==> src/rtl/execute_muldiv_stage_pkg.sv <==
// Shared definitions for the execute-stage RV32M unit: funct3 op codes,
// FSM state encoding and the fixed results of the special divide cases.
package execute_muldiv_stage_pkg;

  localparam logic [2:0] F3_MUL    = 3'd0;
  localparam logic [2:0] F3_MULH   = 3'd1;
  localparam logic [2:0] F3_MULHSU = 3'd2;
  localparam logic [2:0] F3_MULHU  = 3'd3;
  localparam logic [2:0] F3_DIV    = 3'd4;
  localparam logic [2:0] F3_DIVU   = 3'd5;
  localparam logic [2:0] F3_REM    = 3'd6;
  localparam logic [2:0] F3_REMU   = 3'd7;

  typedef enum logic [1:0] {
    ST_IDLE = 2'd0,
    ST_MUL  = 2'd1,
    ST_DIV  = 2'd2,
    ST_DONE = 2'd3
  } state_t;

  localparam logic [31:0] RES_ALL_ONES = 32'hFFFF_FFFF;
  localparam logic [31:0] RES_INT_MIN  = 32'h8000_0000;

  // Two's-complement negation used for magnitudes and sign fix-up.
  function automatic logic [31:0] negate32(input logic [31:0] v);
    return ~v + 32'd1;
  endfunction

endpackage

==> src/rtl/execute_muldiv_stage_divider.sv <==
// Iterative unsigned restoring divider. The first step is taken on the start
// edge using the fresh operands, so quotient/remainder are valid (done = 1)
// exactly 32 cycles after start.
module muldiv_divider
  import execute_muldiv_stage_pkg::*;
(
  input  logic        clk,
  input  logic        rst,
  input  logic        start,
  input  logic [31:0] dividend,
  input  logic [31:0] divisor,
  output logic        done,
  output logic [31:0] quotient,
  output logic [31:0] remainder
);

  logic [31:0] rem_r;
  logic [31:0] quo_r;
  logic [31:0] dvs_r;
  logic [5:0]  cnt_r;
  logic        busy_r;
  logic        done_r;

  logic [31:0] src_rem_s;
  logic [31:0] src_quo_s;
  logic [31:0] src_dvs_s;
  logic [32:0] shifted_s;
  logic [32:0] diff_s;
  logic [31:0] nxt_rem_s;
  logic [31:0] nxt_quo_s;

  // One restoring step, fed by the new operands on start or the running state otherwise.
  always_comb begin
    if (start) begin
      src_rem_s = 32'd0;
      src_quo_s = dividend;
      src_dvs_s = divisor;
    end else begin
      src_rem_s = rem_r;
      src_quo_s = quo_r;
      src_dvs_s = dvs_r;
    end
    shifted_s = {src_rem_s, src_quo_s[31]};
    diff_s    = shifted_s - {1'b0, src_dvs_s};
    if (diff_s[32]) begin
      nxt_rem_s = shifted_s[31:0];
      nxt_quo_s = {src_quo_s[30:0], 1'b0};
    end else begin
      nxt_rem_s = diff_s[31:0];
      nxt_quo_s = {src_quo_s[30:0], 1'b1};
    end
  end

  // Iteration state: counter tracks completed steps, done pulses after the 32nd.
  always_ff @(posedge clk) begin
    if (rst) begin
      rem_r  <= 32'd0;
      quo_r  <= 32'd0;
      dvs_r  <= 32'd0;
      cnt_r  <= 6'd0;
      busy_r <= 1'b0;
      done_r <= 1'b0;
    end else if (start) begin
      rem_r  <= nxt_rem_s;
      quo_r  <= nxt_quo_s;
      dvs_r  <= divisor;
      cnt_r  <= 6'd1;
      busy_r <= 1'b1;
      done_r <= 1'b0;
    end else if (busy_r) begin
      rem_r <= nxt_rem_s;
      quo_r <= nxt_quo_s;
      cnt_r <= cnt_r + 6'd1;
      if (cnt_r == 6'd31) begin
        busy_r <= 1'b0;
        done_r <= 1'b1;
      end else begin
        done_r <= 1'b0;
      end
    end else begin
      done_r <= 1'b0;
    end
  end

  assign done      = done_r;
  assign quotient  = quo_r;
  assign remainder = rem_r;

endmodule

==> src/rtl/execute_muldiv_stage.sv <==
// Execute-stage RV32M unit plus EX/MEM output register. Plain ALU results
// pass through in one cycle; M ops stall upstream while the multiplier
// (one cycle) or the restoring divider (32 cycles) works.
module execute_muldiv_stage
  import execute_muldiv_stage_pkg::*;
#(
  parameter int XLEN = 32
) (
  input  logic            clk,
  input  logic            rst,
  input  logic            valid_in,
  input  logic            is_muldiv,
  input  logic [XLEN-1:0] alu_result,
  input  logic [XLEN-1:0] op_a,
  input  logic [XLEN-1:0] op_b,
  input  logic [2:0]      funct3,
  input  logic [4:0]      rd_addr,
  input  logic            reg_write,
  input  logic [1:0]      wb_mux,
  input  logic            flush,
  output logic            stall,
  output logic [XLEN-1:0] alu_out,
  output logic [4:0]      rd_addr_out,
  output logic            reg_write_out,
  output logic [1:0]      wb_mux_out,
  output logic [2:0]      funct3_out
);

  state_t      state_r, state_nxt_s;
  logic        accept_s, special_s, div_start_s, stall_s;
  logic [31:0] spec_q_s, spec_r_s, spec_res_s;
  logic        a_neg_s, b_neg_s;
  logic [31:0] mag_a_s, mag_b_s;
  logic        div_done_s;
  logic [31:0] div_q_s, div_r_s, q_fix_s, r_fix_s, div_res_s;
  logic        sgn_a_s, sgn_b_s;
  logic [63:0] a64_s, b64_s, prod_s;
  logic [31:0] mul_res_s, done_res_s;

  logic [31:0] a_r, b_r, res_r;
  logic [63:0] prod_r;
  logic [2:0]  f3_r;
  logic [4:0]  rd_r;
  logic        rw_r, q_neg_r, r_neg_r;
  logic [1:0]  wb_r;

  logic [XLEN-1:0] out_alu_s, alu_out_r;
  logic [4:0]      out_rd_s, rd_out_r;
  logic            out_rw_s, rw_out_r;
  logic [1:0]      out_wb_s, wb_out_r;
  logic [2:0]      out_f3_s, f3_out_r;

  assign accept_s = valid_in & is_muldiv;

  // Divide cases with architecturally fixed results that bypass the divider.
  always_comb begin
    if (op_b == 32'd0) begin
      special_s = 1'b1;
      spec_q_s  = RES_ALL_ONES;
      spec_r_s  = op_a;
    end else if (!funct3[0] && (op_a == RES_INT_MIN) && (op_b == RES_ALL_ONES)) begin
      special_s = 1'b1;
      spec_q_s  = RES_INT_MIN;
      spec_r_s  = 32'd0;
    end else begin
      special_s = 1'b0;
      spec_q_s  = 32'd0;
      spec_r_s  = 32'd0;
    end
    spec_res_s = funct3[1] ? spec_r_s : spec_q_s;
  end

  // Operand magnitudes for the unsigned divider (DIV/REM have funct3[0] = 0).
  assign a_neg_s = ~funct3[0] & op_a[31];
  assign b_neg_s = ~funct3[0] & op_b[31];
  assign mag_a_s = a_neg_s ? negate32(op_a) : op_a;
  assign mag_b_s = b_neg_s ? negate32(op_b) : op_b;

  muldiv_divider u_divider (
    .clk       (clk),
    .rst       (rst),
    .start     (div_start_s),
    .dividend  (mag_a_s),
    .divisor   (mag_b_s),
    .done      (div_done_s),
    .quotient  (div_q_s),
    .remainder (div_r_s)
  );

  // Sign fix-up: quotient negated on differing signs, remainder follows the dividend.
  assign q_fix_s   = q_neg_r ? negate32(div_q_s) : div_q_s;
  assign r_fix_s   = r_neg_r ? negate32(div_r_s) : div_r_s;
  assign div_res_s = f3_r[1] ? r_fix_s : q_fix_s;

  // 33x33 signed product realised as a 64-bit wrap-around product of sign/zero-extended operands.
  assign sgn_a_s   = (f3_r != F3_MULHU);
  assign sgn_b_s   = (f3_r == F3_MUL) || (f3_r == F3_MULH);
  assign a64_s     = {{32{sgn_a_s & a_r[31]}}, a_r};
  assign b64_s     = {{32{sgn_b_s & b_r[31]}}, b_r};
  assign prod_s    = a64_s * b64_s;
  assign mul_res_s = (f3_r == F3_MUL) ? prod_r[31:0] : prod_r[63:32];
  assign done_res_s = f3_r[2] ? res_r : mul_res_s;

  // FSM state register.
  always_ff @(posedge clk) begin
    if (rst) begin
      state_r <= ST_IDLE;
    end else begin
      state_r <= state_nxt_s;
    end
  end

  // FSM next-state logic; flush always returns to IDLE.
  always_comb begin
    state_nxt_s = state_r;
    if (flush) begin
      state_nxt_s = ST_IDLE;
    end else begin
      case (state_r)
        ST_IDLE: begin
          if (accept_s) begin
            if (!funct3[2]) begin
              state_nxt_s = ST_MUL;
            end else if (special_s) begin
              state_nxt_s = ST_DONE;
            end else begin
              state_nxt_s = ST_DIV;
            end
          end else begin
            state_nxt_s = ST_IDLE;
          end
        end
        ST_MUL:  state_nxt_s = ST_DONE;
        ST_DIV: begin
          if (div_done_s) begin
            state_nxt_s = ST_DONE;
          end else begin
            state_nxt_s = ST_DIV;
          end
        end
        ST_DONE: state_nxt_s = ST_IDLE;
        default: state_nxt_s = ST_IDLE;
      endcase
    end
  end

  // FSM outputs: stall, divider start and next contents of the output register (bubble by default).
  always_comb begin
    stall_s     = 1'b0;
    div_start_s = 1'b0;
    out_alu_s   = '0;
    out_rd_s    = 5'd0;
    out_rw_s    = 1'b0;
    out_wb_s    = 2'd0;
    out_f3_s    = 3'd0;
    if (flush) begin
      stall_s = 1'b0;
    end else begin
      case (state_r)
        ST_IDLE: begin
          if (accept_s) begin
            stall_s     = 1'b1;
            div_start_s = funct3[2] & ~special_s;
          end else if (valid_in) begin
            out_alu_s = alu_result;
            out_rd_s  = rd_addr;
            out_rw_s  = reg_write;
            out_wb_s  = wb_mux;
            out_f3_s  = funct3;
          end else begin
            stall_s = 1'b0;
          end
        end
        ST_MUL:  stall_s = 1'b1;
        ST_DIV:  stall_s = 1'b1;
        ST_DONE: begin
          out_alu_s = done_res_s;
          out_rd_s  = rd_r;
          out_rw_s  = rw_r;
          out_wb_s  = wb_r;
          out_f3_s  = f3_r;
        end
        default: stall_s = 1'b0;
      endcase
    end
  end

  // Operand/control capture on accept, product in MUL, fixed-up quotient/remainder on divider done.
  always_ff @(posedge clk) begin
    if (rst) begin
      a_r     <= 32'd0;
      b_r     <= 32'd0;
      f3_r    <= 3'd0;
      rd_r    <= 5'd0;
      rw_r    <= 1'b0;
      wb_r    <= 2'd0;
      q_neg_r <= 1'b0;
      r_neg_r <= 1'b0;
      res_r   <= 32'd0;
      prod_r  <= 64'd0;
    end else if ((state_r == ST_IDLE) && accept_s && !flush) begin
      a_r     <= op_a;
      b_r     <= op_b;
      f3_r    <= funct3;
      rd_r    <= rd_addr;
      rw_r    <= reg_write;
      wb_r    <= wb_mux;
      q_neg_r <= a_neg_s ^ b_neg_s;
      r_neg_r <= a_neg_s;
      res_r   <= spec_res_s;
    end else if (state_r == ST_MUL) begin
      prod_r <= prod_s;
    end else if ((state_r == ST_DIV) && div_done_s) begin
      res_r <= div_res_s;
    end
  end

  // EX/MEM output register.
  always_ff @(posedge clk) begin
    if (rst) begin
      alu_out_r <= '0;
      rd_out_r  <= 5'd0;
      rw_out_r  <= 1'b0;
      wb_out_r  <= 2'd0;
      f3_out_r  <= 3'd0;
    end else begin
      alu_out_r <= out_alu_s;
      rd_out_r  <= out_rd_s;
      rw_out_r  <= out_rw_s;
      wb_out_r  <= out_wb_s;
      f3_out_r  <= out_f3_s;
    end
  end

  assign stall         = stall_s;
  assign alu_out       = alu_out_r;
  assign rd_addr_out   = rd_out_r;
  assign reg_write_out = rw_out_r;
  assign wb_mux_out    = wb_out_r;
  assign funct3_out    = f3_out_r;

endmodule

==> config.mk <==
export PLATFORM = sky130hd
export DESIGN_NAME = execute_muldiv_stage
export DESIGN_NICKNAME = d
export VERILOG_FILES = /design/src/rtl/execute_muldiv_stage_pkg.sv /design/src/rtl/execute_muldiv_stage_divider.sv /design/src/rtl/execute_muldiv_stage.sv
export SDC_FILE = /design/constraint.sdc
export NUM_CORES = 2
export LEC_CHECK = 0
export BUFFER_PORTS_ARGS = -buffer_cell sky130_fd_sc_hd__buf_2
export CAP_MARGIN = 25
export CORE_MARGIN = 8
export CORE_UTILIZATION = 45
export DETAILED_ROUTE_END_ITERATION = 10
export PLACE_DENSITY = 0.7
export REMOVE_ABC_BUFFERS = 1
export SETUP_SLACK_MARGIN = 0.2
export SLEW_MARGIN = 20
export SYNTH_ARGS = -nofsm -noshare
export SYNTH_HDL_FRONTEND = slang
export SYNTH_SLANG_ARGS = --single-unit
==> constraint.sdc <==
create_clock -name clk -period 24.9 [get_ports clk]
set_input_delay 4.98 -clock clk [delete_from_list [all_inputs] [get_ports clk]]
set_output_delay 4.98 -clock clk [all_outputs]
set_load 0.005 [all_outputs]
==> flow_summary_export.csv <==
group,metric,value,unit
cts,cts_tree,"done",
synth,post_synth.cell_area_avg,8.641,um^2
worst_setup_path,crit_end,"u_divider.remainder[18]",
grt,grt_max_degree,161,
routing,dr.pass1.iters,5,
cts,cts_buffer_depth,3,
worst_setup_path,critical_path.max_fanout,93,
grt,grtUsageTotal,24.02,%
synth,syn_area,55570,um^2
worst_setup_path,timing.reg2reg.setup_slack,15600,ps
grt,antenna_found_initial,13,
routing,wl,161.8,mm
cts,clk_latency,580,ps
synth,synth-edff-count,0,
worst_setup_path,timing.rr.end,"prod_r[60]",
grt,grt_pass1_vias,46200,
synth,synth_ff_type,"dfxtp_1",
flow_run,max_cap_viol_count,0,
cts,clkTransAtPathRegs,60,ps
floorplanning,die_x,367.4,um
worst_setup_path,worstSetupStartpointType,"input pin",
timing,tightest_slew,1106,ps
routing,vias,43780,
timing,slew_headroom,25.50,%
final_layout,multi_input_area,43340,um^2
cts,cts-htree-levels,2,
worst_setup_path,crit_start,"op_a[9]",
timing,setup_viol_count_final,0,
timing,fin_setup_tns,0,ps
grt,gr-total-overflow,0,
final_layout,design_area,58760,um^2
final_layout,regArea,6451,um^2
routing,drt_iter0_markers,3356,
cts,numCtsBuffers,35,
worst_setup_path,arrival,12190,ps
place,port_buffers,155,
worst_setup_path,cp-end-kind,"register",
final_layout,layout_commonest_cell,"inv_1",
hold_path,hold_path_class,"register to register",
routing,drc,0,
worst_setup_path,required,25320,ps
place,placed_cell_area,57530,um^2
timing,drv_slew,0,
cts,clock-sinks,322,
cts,cts_hold_buffers,0,
timing,final.setup.worst_slack,13130,ps
floorplanning,rows,129,
synth,ys_types,95,
status,status,"finished, final reports clean",
place,dp_hpwl,127.4,mm
cts,postCtsSetupBuffers,0,
floorplanning,dieArea,135000,um^2
worst_setup_path,reg2reg_from,"f3_r[0]",
final_layout,drive_above_1_share,5.935,%
synth,synth_cells,6431,
routing,avgRoutedWirePerCell,20.29,um
cts,cts_root_buffer,"clkbuf_16",
final_layout,nets,7802,
power_and_ir_drop,p_leak,25.02,nW
floorplanning,initial_core_util,45.13,%
worst_setup_path,r2r_cells,25,
timing,rsz0062_at_grt,"false",
synth,ys_warn_count,0,
timing,hold_viol,0,
place,pre_cts_ws,12620,ps
timing,period_share,47.27,%
final_layout,utilization,47.71,%
floorplanning,boundaryPins,156,
final_layout,final_cell_mix,"inv_1, fa_1, nand2_1",
synth,async_reset_ff_share,0,%
power_and_ir_drop,vdd_drop_max,0.00004384,V
synth,ys_seq_area_share,11.60,%
final_layout,fillers,11780,
grt,grt_pass1_wl,259.7,mm
synth,ys_ff_latch,322,
final_layout,synthToLayoutAreaGrowth,5.734,%
cts,cts_resized,0,
power_and_ir_drop,p_per_area,27.81,nW/um^2
timing,period_needed,11770,ps
timing,fin_skew,28.34,ps
routing,viasPerCell,5.489,
floorplanning,dieHeight,367.4,um
worst_setup_path,path_class,"input pin to register",
routing,final_antenna_net_count,0,
floorplanning,core,123200,um^2
timing,fmax,0.08496,GHz
place,gp_congestion,0.9224,
-- worst max-delay path, stage by stage --
cell	delay (ps)
buf_2	150
or4_1	620
nor3_2	260
nand4_1	430
o21ai_1	380
or2_4	700
buf_4	860
o21ai_0	250
ha_1	290
inv_1	80
fa_1	240
a211oi_1	110
o21ai_1	370
nand4_1	210
a21boi_1	300
a311oi_2	240
o31ai_4	630
xor2_2	180
buf_4	390
nor2_1	110
a211oi_1	240
nor3_1	70
-- power breakdown --
part	switching [mW]	internal, mW	total (mW)
clock	0.242	0.317	0.559
combinational	0.340	0.180	0.520
sequential	0.0225	0.532	0.555
total	0.604	1.03	1.63
-- worst min-delay path by stage --
stage	startpoint	cells past startpoint	end	slack (ps)
after floorplan	prod_r[59]	2	prod_r[59]	420
after global placement	prod_r[63]	2	prod_r[63]	440
after detailed placement	b_r[4]	2	b_r[4]	440
after CTS	prod_r[0]	2	prod_r[0]	460
after global routing	a_r[20]	2	a_r[20]	470
final	a_r[5]	2	a_r[5]	460
-- registers in the layout (all words and copies together) (netlist names), 3 cells and up --
signal / count
a_r: 32
alu_out: 32
b_r: 32
f3_r: 3
funct3_out: 3
prod_r: 64
rd_addr_out: 5
rd_r: 5
res_r: 32
u_divider.cnt_r: 6
u_divider.dvs_r: 32
u_divider.quotient: 32
u_divider.remainder: 32
-- cell families (layout without fill, tap and decap cells) --
logic type | count (synthesis) | count (layout) | synth area share, %
flip-flops | 322 | 322 | 11.60
adder cells (fa/ha/maj) | 1380 | 1380 | 46.28
AND/OR/NAND/NOR | 2088 | 2088 | 17.00
XOR/XNOR | 218 | 218 | 3.449
other | 0 | 4 | 0
multiplexers | 109 | 109 | 1.968
buffers and inverters | 1533 | 1437 | 10.53
AO/OA/AOI/OAI | 781 | 781 | 9.172
-- layer usage --
layer / track usage (%) / vias up / wire length [um]
met5: 0 / - / 35
met4: 7.529 / 6 / 5452
met3: 4.021 / 310 / 11790
met2: 39.97 / 1484 / 77170
met1: 32.06 / 22510 / 67360
li1: - / 19470 / -
-- final cells by class --
type,instances,share of cell area [%]
timing repair buffer,245,2.519
sequential,322,10.98
multi-input combinational,4576,73.76
inverter,1130,7.218
tap,1637,3.486
antenna,4,0.01703
clock buffer,45,1.623
clock inverter,17,0.4024
-- cells in the mapped netlist (all sizes together), types with 5 or more instances --
library cell     n  share of area (%)
xor2            80                1.3
nor3            40               0.40
nand2b          28               0.33
dfxtp          322                 12
a22oi           46               0.62
buf             42               0.44
ha             254                5.7
or2             11               0.12
a211oi          59               0.82
a41oi           10               0.17
nor2           364                2.5
or4             19               0.27
a21oi          264                2.4
o21bai          13               0.18
nand3           49               0.44
nor2b           22               0.25
mux2i          107                1.9
and3            15               0.17
o31ai           32               0.49
o21ai          149                1.3
o22ai           16               0.18
a221oi           6               0.11
o211ai          23               0.32
o21a            14               0.19
a21boi           7              0.095
and2           351                4.0
clkbuf         361                2.5
nand3b           6              0.081
nand2         1103                7.5
o41ai           17               0.36
o31a             5              0.079
inv           1130                7.6
nand4           29               0.33
or3             26               0.31
nor4            11               0.19
a21o            39               0.53
a311oi          35               0.56
a31oi           15               0.17
fa            1126                 41
xnor2          138                2.2
-- per-stage QoR --
stage               std cells  power [mW]  hold slack (ps)
floorplan                6028      0.8930            424.4
global placement         7907       1.080            438.1
detailed placement       7907       1.081            443.3
CTS                      7969       1.640            455.8
global route             7975       1.715            470.6
finish                   7976       1.634            455.1
Power figures use the tool's default switching activity.
